<file path="config.mk">
export PLATFORM = sky130hd
export DESIGN_NAME = boot_loader
export DESIGN_NICKNAME = d
export VERILOG_FILES = /design/src/rtl/boot_pkg.sv /design/src/rtl/boot_loader.sv
export SDC_FILE = /design/constraint.sdc
export NUM_CORES = 1
export LEC_CHECK = 0
export CELL_PAD_IN_SITES_DETAIL_PLACEMENT = 1
export CELL_PAD_IN_SITES_GLOBAL_PLACEMENT = 1
export CORE_UTILIZATION = 25
export DETAILED_ROUTE_END_ITERATION = 8
export PLACE_DENSITY_LB_ADDON = 0.1
export SLEW_MARGIN = 20
export SYNTH_ARGS = -nofsm -noshare
export SYNTH_HDL_FRONTEND = slang
export SYNTH_SLANG_ARGS = --single-unit
</file>
<file path="constraint.sdc">
create_clock -name clk -period 3.9 [get_ports clk]
set_input_delay 0.78 -clock clk [delete_from_list [all_inputs] [get_ports clk]]
set_output_delay 0.78 -clock clk [all_outputs]
set_load 0.01 [all_outputs]
</file>
<file path="src/rtl/boot_pkg.sv">
// Shared types and default widths for the boot-time ROM-to-RAM copier.
// Widths follow the global address/word sizes.
package boot_pkg;

    localparam int ADDR_SIZE = 8;
    localparam int WORD_SIZE = 16;

    localparam int DEF_ADDR_W = ADDR_SIZE;
    localparam int DEF_WORD_W = WORD_SIZE;

    typedef enum logic [1:0] {
        IDLE,
        FETCH,
        WRITE,
        DONE
    } boot_state_t;

endpackage

</file>
<file path="src/rtl/boot_loader.sv">
// Boot image copier: walks ROM in word steps and mirrors each word into RAM,
// holding the core in reset until the image is in place.
module boot_loader
    import boot_pkg::*;
#(
    parameter int              ADDR_W    = DEF_ADDR_W,
    parameter int              WORD_W    = DEF_WORD_W,
    parameter logic [ADDR_W-1:0] LAST_ADDR = ADDR_W'(46)
) (
    input  logic              clk,
    input  logic              rst_n,
    input  logic              start,
    output logic              boot,
    output logic [ADDR_W-1:0] rom_addr,
    input  logic [WORD_W-1:0] rom_data,
    output logic [ADDR_W-1:0] ram_addr,
    output logic [WORD_W-1:0] ram_wdata,
    output logic              ram_we,
    input  logic              ram_ready,
    output logic              busy,
    output logic              done,
    output logic              cpu_hold
);

    // Only even word addresses are copied, so the low bit of the limit is dropped.
    localparam logic [ADDR_W-1:0] END_ADDR = {LAST_ADDR[ADDR_W-1:1], 1'b0};

    boot_state_t state;

    assign ram_addr = rom_addr;

    always_ff @(posedge clk or negedge rst_n) begin
        if (!rst_n) begin
            state     <= IDLE;
            boot      <= 1'b0;
            rom_addr  <= '0;
            ram_wdata <= '0;
            ram_we    <= 1'b0;
            busy      <= 1'b0;
            done      <= 1'b0;
            cpu_hold  <= 1'b1;
        end else begin
            unique case (state)
                IDLE, DONE: begin
                    if (start) begin
                        state    <= FETCH;
                        rom_addr <= '0;
                        boot     <= 1'b1;
                        busy     <= 1'b1;
                        done     <= 1'b0;
                        cpu_hold <= 1'b1;
                    end
                end
                FETCH: begin
                    ram_wdata <= rom_data;
                    ram_we    <= 1'b1;
                    state     <= WRITE;
                end
                WRITE: begin
                    if (ram_ready) begin
                        ram_we <= 1'b0;
                        // Compare before incrementing so a top-of-space limit never wraps.
                        if (rom_addr == END_ADDR) begin
                            state    <= DONE;
                            boot     <= 1'b0;
                            busy     <= 1'b0;
                            done     <= 1'b1;
                            cpu_hold <= 1'b0;
                        end else begin
                            rom_addr <= rom_addr + ADDR_W'(2);
                            state    <= FETCH;
                        end
                    end
                end
            endcase
        end
    end

endmodule

</file>
==> run summary <==
Avg Cell Area, Syn: 11.84 um2
Tightest Hold Check Type: register to register
Cell taking the most area after synthesis: dfrtp_1
Final WL: 3318 um
Drc violations: 0
Max Root-Sink Buffers: 2
Post-Syn Area: 1398 um2
First-pass GRT wire length: 5671 um
Cell Chain, Critical Path: clkdlybuf4s50_1 -> nor2b_4 -> or3_4 -> a21o_4 -> a221o_1
DR vias: 1,020
CTS resizes: 0
Crit-path slowest cell: clkdlybuf4s50_1
WP buf/inv: 1
Clock Pin Slew Worst Setup and Hold Paths: 60 ps
Final core utilization: 39.23%
Clk_lat worst skew: 270 ps
Ys flop type: dfrtp_1
Vias in the first global route: 1,140
Status: finished clean
DP HPWL: 2451 um
Nets: 191
Worst setup margin: 1658 ps
Top Ports: 57
Post-synth top area share: 50.13%
CTS sink count: 29
Worst setup skew after layout: 3.533 ps
RSZ-0062 raised after global routing: no
Fmax: 446.0 MHz
Synth Instances: 118
Antenna violations before repair: 0
Post-route minimum period: 2242 ps
Final hold viol count: 0
Setup bufs post-CTS: 0
Synth warn: 0
CP max FO: 8
Setup tns final: 0 ps
Die area: 5894 um2
Die H: 76.77 um
CTS root buf: clkbuf_8
Pre-CTS setup slack: 1363 ps
DR pass1 iterations: 2
Main area contributors after synthesis: dfrtp_1 (50%), mux2_2 (14%), buf_4 (5.4%)
Rows: 26
Overall Global Routing Usage: 12.37%
Setup crit end kind: register
Core Box Area: 5238 um2
#FFs+latches synth: 29
Max_slew headroom: 46.95%
Total gr overflow: 0
Vias per cell: 4.286
Most frequent cells in the layout: clkdlybuf4s50_1 (54), dfrtp_1 (28), mux2_2 (17)
Startpoint Class: input pin
Dpl cells: 230
Commonest non-fill, non-tap cell in the layout: clkdlybuf4s50_1
Final setup vio count: 0
Pin count of the biggest net entering global routing: 30
Delay-heaviest family, CP: compound AO/OA/AOI/OAI gates
Max Cap Viol: 0
Worst slew pin tran: 795.8 ps
Width of the die: 76.77 um
Power density cells: 747.5 nW/um2
CTS tree: yes
Filler-free cell count of the finished design: 238
CP required: 4060 ps
Synth unique cells: 34
Final Cycle Share: 57.49%
Antenna viol nets, final: 0
Share of cells above drive strength 1: 20.83%
CP Class: input pin to register
WHS: 491.5 ps
Post-CTS Hold Buffers: 0
Max VDD drop: 0.0002641 V
CTS Buf Count: 5
Initial core utilization: 26.68%
Max-slew violations: 0
P&R area growth vs syn: 47.00%
Routability Congestion: 0.6915
Input/output buffers: 54
Post-detailed-route wirelength per cell: 13.94 um
H-Tree Depth: 2
CP arrival: 2400 ps
Post-synth EDFFs: 0
Iter 0 DRT Violations: 30
Post-synth ARST share: 100.0%
Leak: 0.0008517 uW
Sequential-to-total area share from yosys stat: 52.01%
ANT cells: 0
Fillers: 565
CP max stage delay: 550 ps
==> final cells by class <==
| cell class | instances | area [um2] | area share (%) |
|---|---|---|---|
| well taps | 70 | 87.58 | 4.263 |
| flip-flops and latches | 29 | 726.9 | 35.38 |
| inverters | 5 | 18.77 | 0.9135 |
| clock inverters | 1 | 30.03 | 1.462 |
| clock buffers | 7 | 86.33 | 4.202 |
| multi-input cells | 71 | 556.8 | 27.10 |
| repair buffers | 55 | 548.0 | 26.67 |
==> sequential cells by signal, summed over array words and instances, names as in the netlist <==
| register | count |
|---|---|
| ram_wdata | 16 |
| ram_addr | 7 |
| ram_we | 1 |
| done | 1 |
| cpu_hold | 1 |
| state | 2 |
| busy | 1 |
==> power by group <==
part / internal [uW] / switching [uW]
clock: 208 / 111
combinational: 422 / 301
sequential: 426 / 67.4
total: 1060 / 479
==> metal layers <==
| layer | GRT usage, % | vias up | wire length [um] |
|---|---|---|---|
| met1 | 14.83 | 499 | 1411 |
| met5 | 0 | - | 0 |
| met2 | 20.09 | 26 | 1713 |
| met3 | 3.810 | 2 | 169 |
| li1 | - | 493 | - |
| met4 | 5.769 | 0 | 23 |
==> through the flow <==
stage          power, uW  area (um2)
2_1_floorplan      931.2        1401
3_3_place_gp        1220        1938
3_5_place_dp        1235        1938
4_1_cts             1569        2054
5_1_grt             1648        2054
6_report            1536        2054
==> final timing paths <==
| check | start | cells past startpoint | slack [ps] | to |
|---|---|---|---|---|
| worst max-delay path | ram_ready | 5 | 1660 | ram_addr[7] |
| worst min-delay path | cpu_hold | 1 | 490 | cpu_hold |
| worst max register to register | state[0] | 6 | 1790 | ram_addr[7] |
| worst min register to register | cpu_hold | 1 | 490 | cpu_hold |
| max in group asynchronous | rst_n | 2 | 2680 | cpu_hold |
| min in group asynchronous | rst_n | 2 | 900 | ram_wdata[0] |
==> cells in the mapped netlist, drive strengths merged (2+ instances only) <==
library cell	number
clkbuf	2
a21oi	4
dfrtp	28
ha	4
nor2b	2
mux2	17
or3	2
buf	12
a211o	2
inv	5
o21ai	4
nor2	7
nand2	8
nor3	3
a22o	2
a21o	3
nand3	2
==> cells by family (layout without fill, tap and decap cells) <==
family | after synthesis | count (layout) | synth area share, %
other | 1 | 2 | 0.2683
buffers and inverters | 19 | 68 | 8.415
AO/OA/AOI/OAI | 20 | 20 | 10.83
AND/OR/NAND/NOR | 27 | 27 | 10.57
adder cells (fa/ha/maj) | 4 | 4 | 3.581
XOR/XNOR | 1 | 1 | 0.6268
flip-flops | 29 | 29 | 52.01
multiplexers | 17 | 17 | 13.70
Note: power is estimated with default switching activity, not from simulation.
==> variant, RTL diff (config.mk and constraints unchanged) <==
Set the package constant `WORD_SIZE` to 32 (it was 16).
--- a/src/rtl/boot_pkg.sv
+++ b/src/rtl/boot_pkg.sv
@@ -4,5 +4,5 @@
 
     localparam int ADDR_SIZE = 8;
-    localparam int WORD_SIZE = 16;
+    localparam int WORD_SIZE = 32;
 
     localparam int DEF_ADDR_W = ADDR_SIZE;
Interface: changed (resized ram_wdata and rom_data); port bits go from 57 to 89. No check against the original RTL was run, so the function may have changed too.
==> variant against the unedited design <==
- critical path depth did not move
- largest power group unchanged
- worst setup slack gained 71 ps
- area after synthesis increased by 42%
- clock skew shrank 0.69 ps
- largest cell class unchanged
- sequential cell count is 16 higher
- total power rose by 43%
- final area is 45% higher
- die area grew 41%
- utilization decreased by 0.80 points
- worst hold slack got worse by 55 ps
- wire length increased by 41%
- clock power shrank 9.7%
==> variant: results (changes against the unedited design) <==
Placement
  – Detailed Place HPWL: 3500 um (+43%)
  – Placed cell count: 326 (+42%)
  – Cell Area, Placed: 2880 um2 (+49%)
  – Port Buffer Count: 86 (+59%)
  – GPL Wtd Cong: 0.658 (-4.8%)

Clock network
  – CTS Root Cell: clkbuf_8
  – Clock transition at path regs: 80 ps (+20 ps)
  – H-tree depth: 2 (unchanged)
  – CTS Buf Count: 5 (unchanged)
  – Clock buffer depth: 2 (unchanged)

Setup path
  – Crit-path slowest cell: clkdlybuf4s50_1
  – Critical path arrival: 2340 ps (-60 ps)
  – R2R Path End: ram_addr[3]$_DFFE_PN0P_
  – Worst R2R Setup Slack: 1850 ps (+60 ps)
  – CP top delay family: buffers and inverters
  – Worst Reg-to-Reg Cells: 6 (unchanged)
  – Slowest Stage Delay on Critical Path: 540 ps
  – Worst-path fanout max: 9 (+1)
  – Start of the worst register-to-register path: state[0]$_DFFE_PN0P_

Routing
  – DR WL/cell: 14.0 um (+0.49%)
  – Via density: 4.29 (about the same)
  – Drt initial violations: 24 (-20%)
  – First drt pass iteration count: 4 (+2)
  – Final ANT Viol Nets: 0 (unchanged)
  – Routed WL: 4670 um (+41%)
  – # DRC: 0 (unchanged)

Cells and area
  – Antenna diodes: 0 (unchanged)
  – Nets: 271 (+42%)
  – Fill cells: 835 (+48%)
  – Layout cell share with drive strength beyond 1: 22.9% (+2.1 points)
  – Largest register FFs: 32 (+16)

Logic synthesis
  – Seq/Total Area, Yosys: 56.7% (+4.7 points)
  – Synth top area share: 55.3% (+5.2 points)
  – Synth top area cells: dfrtp_1 55%, mux2_2 19%, buf_4 3.8%
  – Most frequent cells after synthesis: 44 x dfrtp_1, 33 x mux2_2, 10 x buf_4
  – Syn Inst Count: 151 (+28%)
  – Post-synth cell types: 36 (+5.9%)
  – Async S/R FF share, synth: 100% (unchanged)

STA
  – Hold WS: 436 ps (-55.3 ps)
  – Setup Skew: 2.85 ps (-0.685 ps)

Pwr
  – Static leakage: 1.24 nW (+46%)
  – VDD IR max: 255 uV (-3.6%)

GRT
  – Vias in the first global route: 1564 (+37%)
  – Total Routing Usage GR: 12.1% (-0.23 points)
  – First-pass GRT wire length: 7890 um (+39%)
  – Largest net degree at the start of global routing: 32 (+6.7%)
  – Antenna violations before repair: 0 (unchanged)

Hold path
  – Hold crit path type: input port to async pin

Outcome
  – Status: finished clean
==> variant: worst max path at each step <==
| stage | startpoint | end | slack [ps] |
|---|---|---|---|
| detailed placement | ram_ready | ram_addr[3]$_DFFE_PN0P_ | 1430 |
| CTS | cpu_hold$_DFFE_PN1P_ | cpu_hold | 1710 |
| global placement | ram_ready | ram_addr[3]$_DFFE_PN0P_ | 1460 |
| floorplan | state[0]$_DFFE_PN0P_ | ram_addr[3]$_DFFE_PN0P_ | 1970 |
| finish | ram_ready | ram_addr[3]$_DFFE_PN0P_ | 1730 |
| global route | ram_ready | ram_addr[3]$_DFFE_PN0P_ | 1680 |
==> variant: per-stage QoR <==
step	power [mW]	worst slack [ps]
after global routing	2.36	1680
after CTS	2.25	1710
after global placement	1.93	1460
after floorplan	1.41	1970
after detailed placement	1.94	1430
final	2.20	1730
==> variant: where the power goes <==
part | switching [mW] | internal, mW
combinational | 0.448 | 0.671
sequential | 0.111 | 0.678
clock | 0.147 | 0.141
total | 0.706 | 1.49
==> variant: cell type report <==
cell class	count	area, um2	share of cell area (%)
repair buffers	88	871	29.3
multi-input cells	87	742	25.0
well taps	102	128	4.30
clock buffers	7	86.3	2.91
inverters	4	15.0	0.506
flip-flops and latches	45	1130	38.0
==> variant: kinds of logic after synthesis <==
kind of cell               after synthesis  synth area share (%)
other                                    1                 0.188
buffers and inverters                   20                  6.23
muxes                                   33                  18.7
adders and majority gates                4                  2.52
AOI/OAI and AO/OA                       19                  7.30
xor gates and xnor gates                 1                 0.440
and+or+nand+nor                         28                  7.99
DFF                                     45                  56.7
==> variant: metal layers <==
metal	GRT usage (%)	vias up	wire (um)
met1	14.1	713	1870
met3	4.61	2	363
met5	0	-	0
met2	20.8	47	2400
li1	-	665	-
met4	3.57	0	31
